File: src/rtl/uart_rx_fifo.sv
// uart_rx_fifo: show-ahead byte buffer sitting between the UART receiver and
// the host. Accepts bytes over a valid/ready handshake, exposes the head byte
// with zero latency, and raises a fill-level interrupt, a 16550-style
// character-timeout interrupt and a sticky overrun flag.
module uart_rx_fifo #(
  parameter int DEPTH          = 16,
  parameter int THRESHOLD      = 8,
  parameter int TIMEOUT_CYCLES = 640
) (
  input  logic                     clk,
  input  logic                     rst,
  // Receiver side
  input  logic [7:0]               rx_data,
  input  logic                     rx_data_valid,
  input  logic                     rx_overrun,
  input  logic                     rx_framing_err,
  output logic                     host_ready,
  output logic                     clear_framing_err,
  // Host side
  output logic [7:0]               rd_data,
  output logic                     rd_valid,
  input  logic                     rd_en,
  output logic [$clog2(DEPTH):0]   count,
  output logic                     full,
  output logic                     empty,
  output logic                     level_irq,
  output logic                     timeout_irq,
  output logic                     overrun_sticky,
  output logic                     framing_err,
  input  logic                     clear_status
);

  localparam int AW = $clog2(DEPTH);
  localparam int CW = AW + 1;
  localparam int TW = $clog2(TIMEOUT_CYCLES + 1);

  localparam logic [CW-1:0] C_DEPTH   = CW'(DEPTH);
  localparam logic [CW-1:0] C_THRESH  = CW'(THRESHOLD);
  localparam logic [TW-1:0] C_TO_LAST = TW'(TIMEOUT_CYCLES - 1);

  typedef enum logic [1:0] {
    ST_EMPTY     = 2'd0,
    ST_COUNTING  = 2'd1,
    ST_TIMED_OUT = 2'd2
  } to_state_t;

  // Storage and pointers
  logic [7:0]    r_mem [DEPTH];
  logic [AW-1:0] r_wr_ptr;
  logic [AW-1:0] r_rd_ptr;
  logic [CW-1:0] r_count;
  logic          r_overrun;

  // Timeout FSM
  to_state_t     r_state;
  logic [TW-1:0] r_to_cnt;

  // Combinational helpers
  logic          w_full;
  logic          w_empty;
  logic          w_push;
  logic          w_pop;
  logic          w_activity;
  logic [CW-1:0] w_count_next;
  to_state_t     w_state_next;
  logic [TW-1:0] w_to_cnt_next;

  // Status flags come only from the registered count, so host_ready never
  // depends combinationally on rd_en.
  assign w_empty    = (r_count == '0);
  assign w_full     = (r_count == C_DEPTH);
  assign w_push     = rx_data_valid & ~w_full;
  assign w_pop      = rd_en & ~w_empty;
  assign w_activity = w_push | w_pop;

  // Occupancy after this edge: push and pop together leave it unchanged.
  always_comb begin
    // NOTE: every always_comb output gets a default first so no path leaves it unassigned (which would infer a latch).
    w_count_next = r_count;
    unique case ({w_push, w_pop})
      2'b10:   w_count_next = r_count + CW'(1);
      2'b01:   w_count_next = r_count - CW'(1);
      default: w_count_next = r_count;
    endcase
  end

  // Pointer and occupancy bookkeeping; reset discards all stored bytes.
  always_ff @(posedge clk or posedge rst) begin
    if (rst) begin
      // NOTE: sequential state is assigned with <= so every flop samples pre-edge values regardless of statement order.
      r_wr_ptr <= '0;
      r_rd_ptr <= '0;
      r_count  <= '0;
    end else begin
      if (w_push) r_wr_ptr <= r_wr_ptr + AW'(1);
      if (w_pop)  r_rd_ptr <= r_rd_ptr + AW'(1);
      r_count <= w_count_next;
    end
  end

  // Byte storage write port.
  always_ff @(posedge clk) begin
    // NOTE: the array has no reset; stale contents are unreachable because reads are gated by the count.
    if (w_push) r_mem[r_wr_ptr] <= rx_data;
  end

  // Sticky overrun: a live overrun beats a clear in the same cycle.
  always_ff @(posedge clk or posedge rst) begin
    if (rst) begin
      r_overrun <= 1'b0;
    end else if (rx_overrun) begin
      r_overrun <= 1'b1;
    end else if (clear_status) begin
      r_overrun <= 1'b0;
    end
  end

  // Timeout FSM state register, together with its idle counter.
  always_ff @(posedge clk or posedge rst) begin
    if (rst) begin
      r_state  <= ST_EMPTY;
      r_to_cnt <= '0;
    end else begin
      r_state  <= w_state_next;
      r_to_cnt <= w_to_cnt_next;
    end
  end

  // Timeout FSM next state: any push or pop restarts the idle count, and the
  // counter parks at its last value once the timeout has fired.
  always_comb begin
    w_state_next  = r_state;
    w_to_cnt_next = r_to_cnt;
    unique case (r_state)
      ST_EMPTY: begin
        w_to_cnt_next = '0;
        if (w_count_next != '0) w_state_next = ST_COUNTING;
      end
      ST_COUNTING: begin
        if (w_activity) begin
          w_to_cnt_next = '0;
          w_state_next  = (w_count_next == '0) ? ST_EMPTY : ST_COUNTING;
        end else if (r_to_cnt == C_TO_LAST) begin
          w_state_next  = ST_TIMED_OUT;
        end else begin
          w_to_cnt_next = r_to_cnt + TW'(1);
        end
      end
      ST_TIMED_OUT: begin
        if (w_activity) begin
          w_to_cnt_next = '0;
          w_state_next  = (w_count_next == '0) ? ST_EMPTY : ST_COUNTING;
        end
      end
      default: begin
        w_to_cnt_next = '0;
        w_state_next  = ST_EMPTY;
      end
    endcase
  end

  // Timeout FSM output decode; driven purely by the state register.
  always_comb begin
    timeout_irq = (r_state == ST_TIMED_OUT);
  end

  // Host-facing outputs.
  assign rd_data           = w_empty ? 8'h00 : r_mem[r_rd_ptr];
  assign rd_valid          = ~w_empty;
  assign count             = r_count;
  assign full              = w_full;
  assign empty             = w_empty;
  assign host_ready        = ~w_full;
  assign level_irq         = (r_count >= C_THRESH);
  assign overrun_sticky    = r_overrun;
  assign framing_err       = rx_framing_err;
  assign clear_framing_err = clear_status;

endmodule

File: config.mk
export PLATFORM = sky130hd
export DESIGN_NAME = uart_rx_fifo
export DESIGN_NICKNAME = d
export VERILOG_FILES = /design/src/rtl/uart_rx_fifo.sv
export SDC_FILE = /design/constraint.sdc
export NUM_CORES = 1
export LEC_CHECK = 0
export BUFFER_PORTS_ARGS = -buffer_cell sky130_fd_sc_hd__buf_2
export CAP_MARGIN = 25
export CORE_ASPECT_RATIO = 0.7
export CORE_MARGIN = 2
export CORE_UTILIZATION = 45
export DETAILED_ROUTE_END_ITERATION = 10
export PLACE_DENSITY = 0.76
export SYNTH_ARGS = -nofsm -noshare
export SYNTH_HDL_FRONTEND = slang
export SYNTH_SLANG_ARGS = --single-unit
export TNS_END_PERCENT = 50
File: constraint.sdc
create_clock -name clk -period 3.1 [get_ports clk]
set_clock_uncertainty 0.05 [all_clocks]
set_input_delay 0.31 -clock clk [delete_from_list [all_inputs] [get_ports clk]]
set_output_delay 0.31 -clock clk [all_outputs]
set_load 0.05 [all_outputs]
==> summary.txt <==
post-synth top area cell -> edfxtp_1
R2R Setup Slk -> 230 ps
synth unique cells -> 46
crit-path cells -> buf_12 -> mux4_2 -> mux4_2 -> nor2b_1 -> buf_2
Die ar. -> 0.0154 mm^2
met2 routed WL -> 5880 um
metal3 WL -> 875 um
Max Cap Viol -> 0
post-route DRC violation count -> 0
Setup TNS -> 0 ps
clk buf depth -> 2
nets@finish -> 450
Yosys top cell area share -> 59.3%
Worst Path Arrival -> 2560 ps
total power draw -> 7.49 mW
Crit. End Element -> output pin
xor/xnor share of the synthesized area -> 2.43%
mux contribution to synthesized area -> 14.6%
Buf+Inv Stages, Crit Path -> 2
hold slack -> 25.1 ps
htree depth -> 4
Inserted Diodes -> 0
Area contributors post-synth -> edfxtp_1 (59%), mux4_2 (14%), dfrtp_1 (10%), ha_1 (2.1%), nor2_1 (1.4%)
Final HPWL DP -> 8430 um
post-route ant nets -> 0
layout cell share with drive strength beyond 1 -> 33.0%
sequential-to-total area share from yosys stat -> 69.4%
Post-synth EDFFs -> 128
post-layout util -> 54.6%
total leakage power -> 2.68 nW
CTS tree -> built
post-synthesis simple-gate area fraction -> 7.07%
Clock Latency Late Sink -> 420 ps
Synth Flop Type -> edfxtp_1
final setup margin -> 178 ps
Worst slew margin -> 47.8%
multi-input logic area -> 0.00189 mm^2
core region area -> 0.0140 mm^2
critical path class -> register to output pin
total gr overflow -> 0
CP top delay family -> multiplexers
Syn Area/Cell -> 17.6 um^2
adder-cell share of the synthesized area -> 2.28%
Die Y -> 104 um
via density per instance -> 5.49
most used cell, CP -> mux4_2
CTS sink count -> 154
FP Rows -> 36
routability cong. -> 0.786
CTS root buffer -> clkbuf_16
final slew viol count -> 0
Initial DRC Count -> 309
first-pass GRT wire length -> 20300 um
DRT Wirelength -> 13100 um
Synth Area in Compound Gates -> 2.01%
CP Data Required Time -> 2740 ps
Setup Buffers After CTS -> 0
Crit Path Max Fanout -> 35
FILL cells -> 1059
Final setup viols -> 0
total CTS buffers -> 17
slowest stage delay, CP -> 570 ps
synth warn -> 0
Synth Cell Area -> 0.00648 mm^2
worst slew pin tran -> 783 ps
power density cells -> 979 mW/mm^2
largest net degree at the start of global routing -> 36
Port Buffer Count -> 34
uppermost layer routed -> met5
number of I/O pins -> 37
synthesis-to-finish area growth -> 18.0%
register area -> 0.00450 mm^2
wire per inst -> 20.8 um
1st-pass router iterations -> 4
Mapped Cells -> 369
Final Hold Fails -> 0
Peak Freq -> 342 MHz
cell with the most instances after synthesis -> edfxtp_1
commonest cells in the netlist -> edfxtp_1 (128), mux4_2 (40), dfrtp_1 (26)
Overall Global Routing Usage -> 18.1%
syn nets -> 395
share of synthesized registers carrying an async set or reset -> 16.9%
final worst path period need -> 2920 ps
DR vias -> 3435
Initial Util -> 46.2%
CP max-delay cell -> mux4_2
Hold Crit Class -> input pin to register
RSZ-0062 raised after global routing -> false
Worst IR Drop VDD -> 0.493 mV
Critical Path Start Type -> register
number of global-route vias before repair -> 3442
Placement Setup Slack -> 192 ps
initial antenna violation count -> 1
status -> finished, final reports clean
Die Wd -> 147 um
fin crit share -> 94.3%
Yosys reg bits -> 154
Clock transition at path regs -> 60 ps
WL met1 -> 6130 um
largest family of logic cells by synthesized area -> multiplexers
==> sequential cells by signal, indices dropped and copies added (netlist names) <==
signal and count:
r_mem 128, overrun_sticky 1, r_to_cnt 10, r_wr_ptr 4
count 5, r_rd_ptr 4, r_state 2
==> cell families after synthesis <==
| kind of cell | Yosys count |
|---|---|
| adders and majority gates | 12 |
| DFF | 154 |
| and+or+nand+nor | 91 |
| AOI/OAI and AO/OA | 20 |
| xor gates and xnor gates | 18 |
| muxes | 44 |
| buffers and inverters | 30 |
==> power by group <==
part | internal [mW] | leakage (nW) | switching (mW)
logic | 1.05 | 0.926 | 1.55
registers | 2.53 | 1.48 | 0.269
clock network | 1.27 | 0.277 | 0.823
total | 4.84 | 2.68 | 2.65
==> placed cells by master, fill, tap and decap left out, types with 3 or more instances in the layout <==
master,netlist,layout
clkinvlp_4,0,5
dfrtp_1,26,21
ha_1,11,9
xnor2_1,9,9
clkbuf_16,0,17
nand2_1,21,19
nand3_1,4,3
xor2_1,9,9
bufinv_16,0,3
nor3_1,7,7
inv_1,6,6
nor2b_1,14,14
edfxtp_1,128,128
buf_4,3,20
buf_2,0,34
mux4_2,40,40
nor2_1,24,22
nand4_1,4,4
o21ai_1,3,3
dfrtp_2,0,5
nand2b_1,3,3
a21oi_1,5,5
==> routing by layer <==
metal | up-vias | track usage (%)
li1 | 1539 | -
met1 | 1744 | 27.5
met2 | 131 | 25.2
met3 | 19 | 5.44
met4 | 2 | 5.91
met5 | - | 0
==> stage by stage <==
stage	instances	instance area, um^2
3_3_place_gp	593	7010
4_1_cts	624	7610
3_5_place_dp	593	7010
2_1_floorplan	369	6570
6_report	626	7650
5_1_grt	626	7650
==> final timing paths <==
kind                       cells after the start            from        endpoint
hold reg to reg                                1  overrun_sticky  overrun_sticky
max in group asynchronous                      4             rst        count[1]
setup / recovery                               5     r_rd_ptr[0]      rd_data[1]
min in group asynchronous                      3             rst     r_to_cnt[0]
hold / removal                                 2      rx_overrun  overrun_sticky
setup reg to reg                              13        count[0]      r_state[0]
==> timing repair <==
| item | 4_1_cts | 5_1_grt |
|---|---|---|
| hold endpoints to repair | 0 | 6 |
| endpoints found under the setup margin | 0 | 1 |
| hold buffers | 0 | 1 |
| resized for setup | 0 | 1 |
==> worst reg2reg max path, cell delays in order (launching register included) <==
cell and delay, ps:
dfrtp_2 460, nor2_2 200, nand3_4 90, and2_1 280
inv_2 140, ha_4 210, xor2_1 170, ha_2 230
nand3b_1 80, a311oi_1 290, o22ai_1 120, xor2_1 160
nor3_1 180, o21ai_1 90
==> final cells by class <==
type	instances	area share, %
clock inverters	14	2.27
inverters	9	0.540
multi-input cells	185	24.7
well taps	190	3.11
clock buffers	17	5.56
flip-flops and latches	154	58.9
repair buffers	57	4.94
(Power assumes the default switching activity.)
